`config.mk`:
```
export PLATFORM = sky130hd
export DESIGN_NAME = voice_div_scheduler
export DESIGN_NICKNAME = d
export VERILOG_FILES = /design/src/rtl/synth_pkg.sv /design/src/rtl/next_voice_finder.sv /design/src/rtl/voice_div_scheduler.sv
export SDC_FILE = /design/constraint.sdc
export NUM_CORES = 1
export LEC_CHECK = 0
export ABC_AREA = 1
export BUFFER_PORTS_ARGS = -buffer_cell sky130_fd_sc_hd__buf_2
export CELL_PAD_IN_SITES_DETAIL_PLACEMENT = 1
export CELL_PAD_IN_SITES_GLOBAL_PLACEMENT = 1
export CORE_UTILIZATION = 36
export CTS_BUF_LIST = sky130_fd_sc_hd__clkbuf_4 sky130_fd_sc_hd__clkbuf_8 sky130_fd_sc_hd__clkbuf_16
export DETAILED_ROUTE_END_ITERATION = 7
export PLACE_DENSITY_LB_ADDON = 0.1
export SYNTH_ARGS = -nofsm -noshare
export SYNTH_HDL_FRONTEND = slang
export SYNTH_HIERARCHICAL = 1
export SYNTH_SLANG_ARGS = --single-unit
```
`constraint.sdc`:
```
create_clock -name clk -period 2.16 [get_ports clk]
set_clock_uncertainty 0.2 [all_clocks]
set_input_delay 0.432 -clock clk [delete_from_list [all_inputs] [get_ports clk]]
set_output_delay 0.432 -clock clk [all_outputs]
set_load 0.05 [all_outputs]
```
`src/rtl/synth_pkg.sv`:
```
// Shared types and constants for the voice divider scheduler: default sizing,
// datapath widths and the scheduler state encoding.
package synth_pkg;

    localparam int NUM_VOICES_DEFAULT  = 4;
    localparam int DIV_LATENCY_DEFAULT = 12;
    localparam int SAMPLE_W            = 8;
    localparam int COUNT_W             = 16;
    localparam int IDX_W               = 4;

    typedef enum logic [2:0] {
        IDLE    = 3'd0,
        SCAN    = 3'd1,
        ISSUE   = 3'd2,
        WAIT    = 3'd3,
        CAPTURE = 3'd4,
        DONE    = 3'd5
    } sched_state_t;

endpackage

```
`src/rtl/next_voice_finder.sv`:
```
// Combinational search for the lowest set mask bit at or above a start index.
module next_voice_finder
    import synth_pkg::*;
#(
    parameter int N = NUM_VOICES_DEFAULT
) (
    input  logic [N-1:0]     mask,
    input  logic [IDX_W-1:0] start,
    output logic             found,
    output logic [IDX_W-1:0] idx
);

    // Walk downwards so the last hit written is the lowest qualifying index.
    always_comb begin
        found = 1'b0;
        idx   = '0;
        for (int i = N - 1; i >= 0; i--) begin
            if (mask[i] && (IDX_W'(i) >= start)) begin
                found = 1'b1;
                idx   = IDX_W'(i);
            end
        end
    end

endmodule

```
`src/rtl/voice_div_scheduler.sv`:
```
// Time-shares one external sequential divider among the oscillator voices,
// producing one scaled sample per enabled voice on every audio frame tick.
module voice_div_scheduler
    import synth_pkg::*;
#(
    parameter int NUM_VOICES  = NUM_VOICES_DEFAULT,
    parameter int DIV_LATENCY = DIV_LATENCY_DEFAULT
) (
    input  logic                           clk,
    input  logic                           nrst,
    input  logic                           sample_tick,
    input  logic [NUM_VOICES-1:0]          voice_en,
    input  logic [COUNT_W*NUM_VOICES-1:0]  osc_count_flat,
    input  logic [COUNT_W*NUM_VOICES-1:0]  divisor_flat,
    output logic                           div_sample_now,
    output logic [COUNT_W-1:0]             div_oscillator_out,
    output logic [COUNT_W-1:0]             div_divisor,
    input  logic [SAMPLE_W-1:0]            div_q_out,
    output logic [SAMPLE_W*NUM_VOICES-1:0] sample_out_flat,
    output logic                           frame_valid,
    output logic                           busy,
    output logic                           overrun,
    output sched_state_t                   dbg_state
);

    localparam int CNT_W = (DIV_LATENCY > 2) ? $clog2(DIV_LATENCY) : 1;

    sched_state_t                           state_q, state_d;
    logic [IDX_W-1:0]                       idx_q, idx_d;
    logic [CNT_W-1:0]                       wait_q, wait_d;
    logic [NUM_VOICES-1:0]                  en_snap_q, en_snap_d;
    logic [NUM_VOICES-1:0][COUNT_W-1:0]     cnt_snap_q, cnt_snap_d;
    logic [NUM_VOICES-1:0][COUNT_W-1:0]     div_snap_q, div_snap_d;
    logic [NUM_VOICES-1:0][SAMPLE_W-1:0]    sample_q, sample_d;
    logic [COUNT_W-1:0]                     op_osc_q, op_osc_d;
    logic [COUNT_W-1:0]                     op_div_q, op_div_d;
    logic                                   overrun_q, overrun_d;

    logic [NUM_VOICES-1:0] eligible;
    logic                  found;
    logic [IDX_W-1:0]      found_idx;

    always_comb begin
        for (int i = 0; i < NUM_VOICES; i++) begin
            eligible[i] = en_snap_q[i] && (div_snap_q[i] != '0);
        end
    end

    next_voice_finder #(.N(NUM_VOICES)) u_finder (
        .mask  (eligible),
        .start (idx_q),
        .found (found),
        .idx   (found_idx)
    );

    always_ff @(posedge clk or negedge nrst) begin
        if (!nrst) begin
            state_q    <= IDLE;
            idx_q      <= '0;
            wait_q     <= '0;
            en_snap_q  <= '0;
            cnt_snap_q <= '0;
            div_snap_q <= '0;
            sample_q   <= '0;
            op_osc_q   <= '0;
            op_div_q   <= '0;
            overrun_q  <= 1'b0;
        end else begin
            state_q    <= state_d;
            idx_q      <= idx_d;
            wait_q     <= wait_d;
            en_snap_q  <= en_snap_d;
            cnt_snap_q <= cnt_snap_d;
            div_snap_q <= div_snap_d;
            sample_q   <= sample_d;
            op_osc_q   <= op_osc_d;
            op_div_q   <= op_div_d;
            overrun_q  <= overrun_d;
        end
    end

    always_comb begin
        state_d    = state_q;
        idx_d      = idx_q;
        wait_d     = wait_q;
        en_snap_d  = en_snap_q;
        cnt_snap_d = cnt_snap_q;
        div_snap_d = div_snap_q;
        sample_d   = sample_q;
        op_osc_d   = op_osc_q;
        op_div_d   = op_div_q;
        overrun_d  = 1'b0;
        case (state_q)
            IDLE, DONE: begin
                if (sample_tick) begin
                    en_snap_d  = voice_en;
                    cnt_snap_d = osc_count_flat;
                    div_snap_d = divisor_flat;
                    idx_d      = '0;
                    state_d    = SCAN;
                end else begin
                    state_d = IDLE;
                end
            end
            SCAN: begin
                // Every slot passed over on the way to the next hit is ineligible.
                for (int i = 0; i < NUM_VOICES; i++) begin
                    if ((IDX_W'(i) >= idx_q) && (!found || (IDX_W'(i) < found_idx))) begin
                        sample_d[i] = '0;
                    end
                    if (found && (IDX_W'(i) == found_idx)) begin
                        op_osc_d = cnt_snap_q[i];
                        op_div_d = div_snap_q[i];
                    end
                end
                idx_d   = found ? found_idx : idx_q;
                state_d = found ? ISSUE : DONE;
            end
            ISSUE: begin
                wait_d  = '0;
                state_d = WAIT;
            end
            WAIT: begin
                if (wait_q == CNT_W'(DIV_LATENCY - 2)) begin
                    state_d = CAPTURE;
                end else begin
                    wait_d = wait_q + 1'b1;
                end
            end
            CAPTURE: begin
                for (int i = 0; i < NUM_VOICES; i++) begin
                    if (IDX_W'(i) == idx_q) begin
                        sample_d[i] = div_q_out;
                    end
                end
                idx_d   = idx_q + 1'b1;
                state_d = SCAN;
            end
            default: state_d = IDLE;
        endcase
        if (sample_tick && (state_q != IDLE) && (state_q != DONE)) begin
            overrun_d = 1'b1;
        end
    end

    always_comb begin
        busy           = (state_q == SCAN) || (state_q == ISSUE) ||
                         (state_q == WAIT) || (state_q == CAPTURE);
        frame_valid    = (state_q == DONE);
        div_sample_now = (state_q == ISSUE);
    end

    assign div_oscillator_out = op_osc_q;
    assign div_divisor        = op_div_q;
    assign sample_out_flat    = sample_q;
    assign overrun            = overrun_q;
    assign dbg_state          = state_q;

endmodule

```
# ---- Word level (Yosys, flattened, before mapping)
# Index checks and enable logic that the tools add are counted.
dict set report word_totals {
  reg_bits 208
  in_bits 143
  output_inout_bits 71
  elab_cells 136
}
dict set report classes {
  add_sub_neg 2
  eq_ne 25
  magnitude_cmp 8
  mux 35
  n_reduce_logical 47
}
# operator count
set ops {}
lappend ops {{two-way mux 16 bit} 8}
lappend ops {{two-way mux 8 bit} 8}
lappend ops {{case mux 32 bit (2 select lines)} 1}
lappend ops {{nonzero test 16 bit} 4}
lappend ops {{inequality test 2 bit, second input constant} 12}
lappend ops {{logical AND 1 bit} 18}
lappend ops {{equality test 2 x 4 -> 1 bit, first input constant} 4}
lappend ops {{case mux 3 bit (5 select lines)} 1}
lappend ops {{AND reduction 3 bit} 5}
lappend ops {{two-way mux 4 bit} 3}
lappend ops {{case mux 4 bit (3 select lines)} 1}
lappend ops {{adder 4 x 1 -> 4 bit, second input constant} 2}
lappend ops {{equality test 1 x 4 -> 1 bit, first input constant} 2}
lappend ops {{>= comparator 1 x 4 -> 1 bit, first input constant} 2}
lappend ops {{>= comparator 2 x 4 -> 1 bit, first input constant} 2}
lappend ops {{zero test 4 bit} 2}
lappend ops {{less-than comparator 1 x 4 -> 1 bit, first input constant} 2}
lappend ops {{less-than comparator 2 x 4 -> 1 bit, first input constant} 2}
lappend ops {{two-way mux 2 bit} 4}
lappend ops {{case mux 4 bit (2 select lines)} 1}
lappend ops {{logical OR 1 bit} 7}
lappend ops {{equality test 3 x 2 -> 1 bit, second input constant} 2}
lappend ops {{equality test 3 bit, second input constant} 2}
lappend ops {{two-way mux 1 bit} 6}
lappend ops {{other kinds (11)} 16}

# ---- Longest topological paths before layout
dict set report logic_depth {
  depth_word 13
  mapped_depth 17
  depth_no_buf 15
}

# ---- Modules after synthesis
# Netlist, hierarchy kept.
# module area_per_inst_um2 cells_each instances seq_area_each_um2
set by_module_without_submodules {}
lappend by_module_without_submodules {voice_div_scheduler 9774.4 1224 1 5205.0}
lappend by_module_without_submodules {next_voice_finder 111.4 22 1 0.0}

# ---- Least setup slack after synthesis
# Ideal clock, no wire load.
dict set report synth_path {
  kind {register -> output}
  startpoint {register state_q[0], in the netlist dbg_state[0]}
  endpoint {output busy}
  stages_incl_launch_ff 5
  setup_slack_ps -220
  n_path_buf 1
  arrival_ps 1748
  required_ps 1528
  cell_sequence {dfrtp_1 nor2_1 nand2_2 buf_1 nand4_1}
}
dict set report synth_via {
  elab_chain_cells 4
  word_cells_on_any_way 7
  cone_classes {eq/ne (4); reduce/logical (3)}
}
# element line_no
set synth_rtl {}
lappend synth_rtl {{start: declaration} voice_div_scheduler.sv:28} ;# sched_state_t state_q, state_d;
lappend synth_rtl {{start signal: assignment} voice_div_scheduler.sv:69} ;# state_q <= state_d;
lappend synth_rtl {{equality test 3 x 1 -> 1 bit or equality test 3 x 2 -> 1 bit (tied branches)} voice_div_scheduler.sv:147} ;# busy = (state_q == SCAN) || (state_q == ISSUE) ||
lappend synth_rtl {{logical OR 1 bit (2 in series)} voice_div_scheduler.sv:147}
lappend synth_rtl {{logical OR 1 bit *} voice_div_scheduler.sv:148} ;# (state_q == WAIT) || (state_q == CAPTURE);
lappend synth_rtl {{end: declaration} voice_div_scheduler.sv:21} ;# output logic busy,
# Mark *: on every way between the ends. The rest lies on a longest branch, timed or not.

# ---- Final worst setup path
dict set report layout_path {
  startpoint {register div_snap_q[27] in the netlist's numbering}
  endpoint {register op_div_q[15], in the netlist div_divisor[15]}
}
dict set report layout_via {
  word_cells_on_any_way 20
  cone_classes {eq/ne (3); mux (7); reduce/logical (10)}
}
# element line_no
set layout_rtl {}
lappend layout_rtl {{start: declaration} voice_div_scheduler.sv:33} ;# logic [NUM_VOICES-1:0][COUNT_W-1:0] div_snap_q, div_snap_d;
lappend layout_rtl {{start signal: assignment} voice_div_scheduler.sv:74} ;# div_snap_q <= div_snap_d;
lappend layout_rtl {{nonzero test 16 bit *} voice_div_scheduler.sv:45} ;# eligible[i] = en_snap_q[i] && (div_snap_q[i] != '0);
lappend layout_rtl {{logical AND 1 bit *} voice_div_scheduler.sv:45}
lappend layout_rtl {{named net eligible[1]} voice_div_scheduler.sv:39} ;# logic [NUM_VOICES-1:0] eligible;
lappend layout_rtl {{logical AND 1 bit *} next_voice_finder.sv:18} ;# if (mask[i] && (IDX_W'(i) >= start)) begin
lappend layout_rtl {{two-way mux 1 bit * (2 in series)} next_voice_finder.sv:18}
lappend layout_rtl {{named net found} voice_div_scheduler.sv:40} ;# logic found;
lappend layout_rtl {{logical AND 1 bit} voice_div_scheduler.sv:111} ;# if (found && (IDX_W'(i) == found_idx)) begin
lappend layout_rtl {{two-way mux 16 bit (3 in series)} voice_div_scheduler.sv:111}
lappend layout_rtl {{end signal: assignment} voice_div_scheduler.sv:77} ;# op_div_q <= op_div_d;
lappend layout_rtl {{end: declaration} voice_div_scheduler.sv:36} ;# logic [COUNT_W-1:0] op_div_q, op_div_d;
# The timed path passes the listed nets; every way through them passes the cells marked *.
# A chain may end at the register's enable or synchronous reset.

==> out/metrics.yaml <==
setup_violation_total_in_the_final_timing_report: 65
hold-path-cell-count: 3
die_w_um: 167.7
worst_ir_drop_vdd_v: 0.0006333
cts_inserted_buffers: 25
numPortBuffers: 213
maxSlewViolCount: 0
grt_antenna_before_repair: 0
netlist_instances: 1246
num_io_pins: 214
max_cap_violations: 0
r2r.worst_path.cells: 17
die_area_um2: 28130
arrival_ns: 2.79
fin_tns_setup_ns: -17.87
drive_gt1_share_pct: 31.01
yosys_register_bits: 208
grt_pass1_vias: 11070
worstHoldStart: "divisor_flat[63]"
start_util_pct: 36.68
drt_wl_total_um: 37790
antenna-diode-count: 0
status: "finished, violations left"
worstSetupPathType: "reg2reg"
first_iter_violations: 615
regToRegSetupSlack_ns: -0.39
worst_hold_path_type: "in2reg"
r2r-start: "div_snap_q[27]"
grt_max_degree: 67
placement_rows: 60
period_needed_ns: 2.545
maxClockFrequency_mhz: 392.9
first_pass_grt_wire_length_um: 59060
globalRouteOverflowTotal: 0
root_buffer_cell: "sky130_fd_sc_hd__clkbuf_16"
routed_wire_length_per_instance_um: 18.58
report.power.total_uw: 22990
cts.reportedPaths.clkPinSlew_ns: 0.06
final_net_count: 1826
global_route.usage.total_pct: 26.76
grt_setup_unrepaired: "yes"
place.gp.congestion: 0.8079
worst_hold_slack_ns: -0.004315
failing_checks: "negative hold slack, negative setup slack"
holdPathEnd: "div_snap_q[63]"
syn_area_per_cell_um2: 7.934
route.detailed.drc: 0
clockBufferDepth: 3
routed_via_density: 5.106
tightest_slew_ns: 0.6238
timing_hold_violations_final: 1
clock-sinks: 208
timing.final.crit_share_pct: 117.8
ys.warnings.count: 6
die-height_um: 167.7
power_leakage_uw: 0.007986
placement.setup.worst_slack_ns: -0.4288
htreeDepth: 1
slack_of_the_critical_path_ns: -0.3853
syn_to_layout_area_delta_pct: 51.71
synth.distinct_cells: 30
critical_path.endpoint_type: "flip-flop"
worstPathMaxFanout: 5
mostFrequentLayoutCell: "sky130_fd_sc_hd__nand2_1"
power_density_nw_per_um2: 1533
synth_sequential_area_ratio_pct: 52.65
start_kind: "flip-flop"
worstReg2RegEnd: "div_divisor[15]"
detail-route-antenna-nets: 0
first_pass_iters: 5
post_synth_instance_area_um2: 9886
tritoncts: "done"
core_area_um2: 26950
mostFrequentLayoutCells: "sky130_fd_sc_hd__nand2_1, sky130_fd_sc_hd__buf_2, sky130_fd_sc_hd__dfrtp_1"
dp_hpwl_um: 25050
clock_latency_late_sink_ns: 0.52
rel_slew_slack_pct: 58.26
vias: 10390
cp.required_ns: 2.41
==> critical path, stage by stage, from the launching register on <==
cell,delay (ns)
sky130_fd_sc_hd__dfrtp_1,0.34
sky130_fd_sc_hd__inv_2,0.04
sky130_fd_sc_hd__nand4_1,0.14
sky130_fd_sc_hd__nor2_2,0.06
sky130_fd_sc_hd__a21boi_2,0.25
sky130_fd_sc_hd__inv_2,0.07
sky130_fd_sc_hd__a21oi_2,0.19
sky130_fd_sc_hd__inv_1,0.07
sky130_fd_sc_hd__nand2_2,0.09
sky130_fd_sc_hd__inv_4,0.05
sky130_fd_sc_hd__nor3_4,0.21
sky130_fd_sc_hd__buf_6,0.15
sky130_fd_sc_hd__buf_12,0.15
sky130_fd_sc_hd__buf_12,0.12
sky130_fd_sc_hd__o211ai_1,0.10
sky130_fd_sc_hd__nand2_2,0.11
sky130_fd_sc_hd__nand2_2,0.05
sky130_fd_sc_hd__nand2_1,0.07
==> layer usage <==
metal | vias to the layer above | GRT usage, % | share of wire, %
met5 | - | 0 | 0
met4 | 0 | 8.656 | 2.9
met3 | 61 | 2.907 | 3.9
met2 | 274 | 46.79 | 50
met1 | 5138 | 34.55 | 43
li1 | 4913 | - | -
==> per-stage QoR <==
step	util (%)	hold slack, ns	instances	instance area, um^2
after floorplan	-	-0.06359	1247	9963
after global placement	45.57	0.09190	1853	12280
after detailed placement	45.57	0.09345	1853	12280
after CTS	54.30	0.0007291	2024	14630
after global routing	55.65	0.001578	2034	15000
final	55.65	-0.004315	2034	15000
==> report_power, final <==
part | switching (uW) | internal (uW)
sequential | 821 | 5610
combinational | 8130 | 4450
clock | 1630 | 2350
total | 10600 | 12400
==> cell families (layout without fill, tap and decap cells) <==
| family | after synthesis | after routing | share of synthesized area (%) |
|---|---|---|---|
| flops | 208 | 208 | 52.65 |
| compound gates | 182 | 182 | 10.32 |
| buf+inv | 208 | 654 | 8.379 |
| xor+xnor | 2 | 2 | 0.1772 |
| other cells | 1 | 2 | 0.03793 |
| simple gates | 640 | 640 | 27.81 |
| fa+ha+maj | 5 | 5 | 0.6328 |
==> area by class of cell <==
| type | count | area (um^2) |
|---|---|---|
| Clock inverter | 6 | 30.03 |
| Multi-Input combinational cell | 831 | 4312 |
| Inverter | 134 | 513.0 |
| Timing Repair Buffer | 478 | 3769 |
| Tap cell | 341 | 426.7 |
| Sequential cell | 208 | 5209 |
| Fill cell | 3202 | 11950 |
| Clock buffer | 36 | 739.5 |
==> synth_stat cells (all sizes together) <==
master | count | area share [%]
conb | 1 | 0.038
nand4 | 75 | 4.7
o21a | 1 | 0.076
a21boi | 3 | 0.23
xnor2 | 1 | 0.089
buf | 37 | 1.9
ha | 5 | 0.63
dfrtp | 208 | 53
nor3 | 3 | 0.27
o21ai | 42 | 2.2
inv | 134 | 5.1
a21oi | 102 | 5.2
o22ai | 1 | 0.063
nand2 | 340 | 13
nand3 | 93 | 4.8
xor2 | 1 | 0.089
nor2 | 129 | 5.0
clkbuf | 37 | 1.4
o211ai | 33 | 2.5
==> sequential cells by signal (all words and copies together), names as in the netlist <==
register,flops
cnt_snap_q,64
wait_q,4
dbg_state,3
sample_out_flat,32
idx_q,4
overrun,1
en_snap_q,4
div_divisor,16
div_oscillator_out,16
div_snap_q,64
==> timing repair <==
action                                  in CTS  in global routing
endpoints found under the setup margin      71                 72
setup buffers                               13                  7
gates cloned                                 2                  3
resized for setup                           84                 66
hold buffers                               118                  1
pin swaps                                   56                 61
hold endpoints to repair                   325                  1
==> worst max path at each step <==
stage / start / endpoint / cells past startpoint
2_1_floorplan: div_snap_q[12] / sample_out_flat[16] / 15
3_3_place_gp: div_snap_q[9] / sample_out_flat[12] / 17
3_5_place_dp: div_snap_q[9] / sample_out_flat[11] / 17
4_1_cts: div_snap_q[9] / div_oscillator_out[11] / 17
5_1_grt: div_snap_q[11] / div_oscillator_out[6] / 16
6_report: div_snap_q[27] / div_divisor[15] / 17
(Power assumes the default switching activity.)
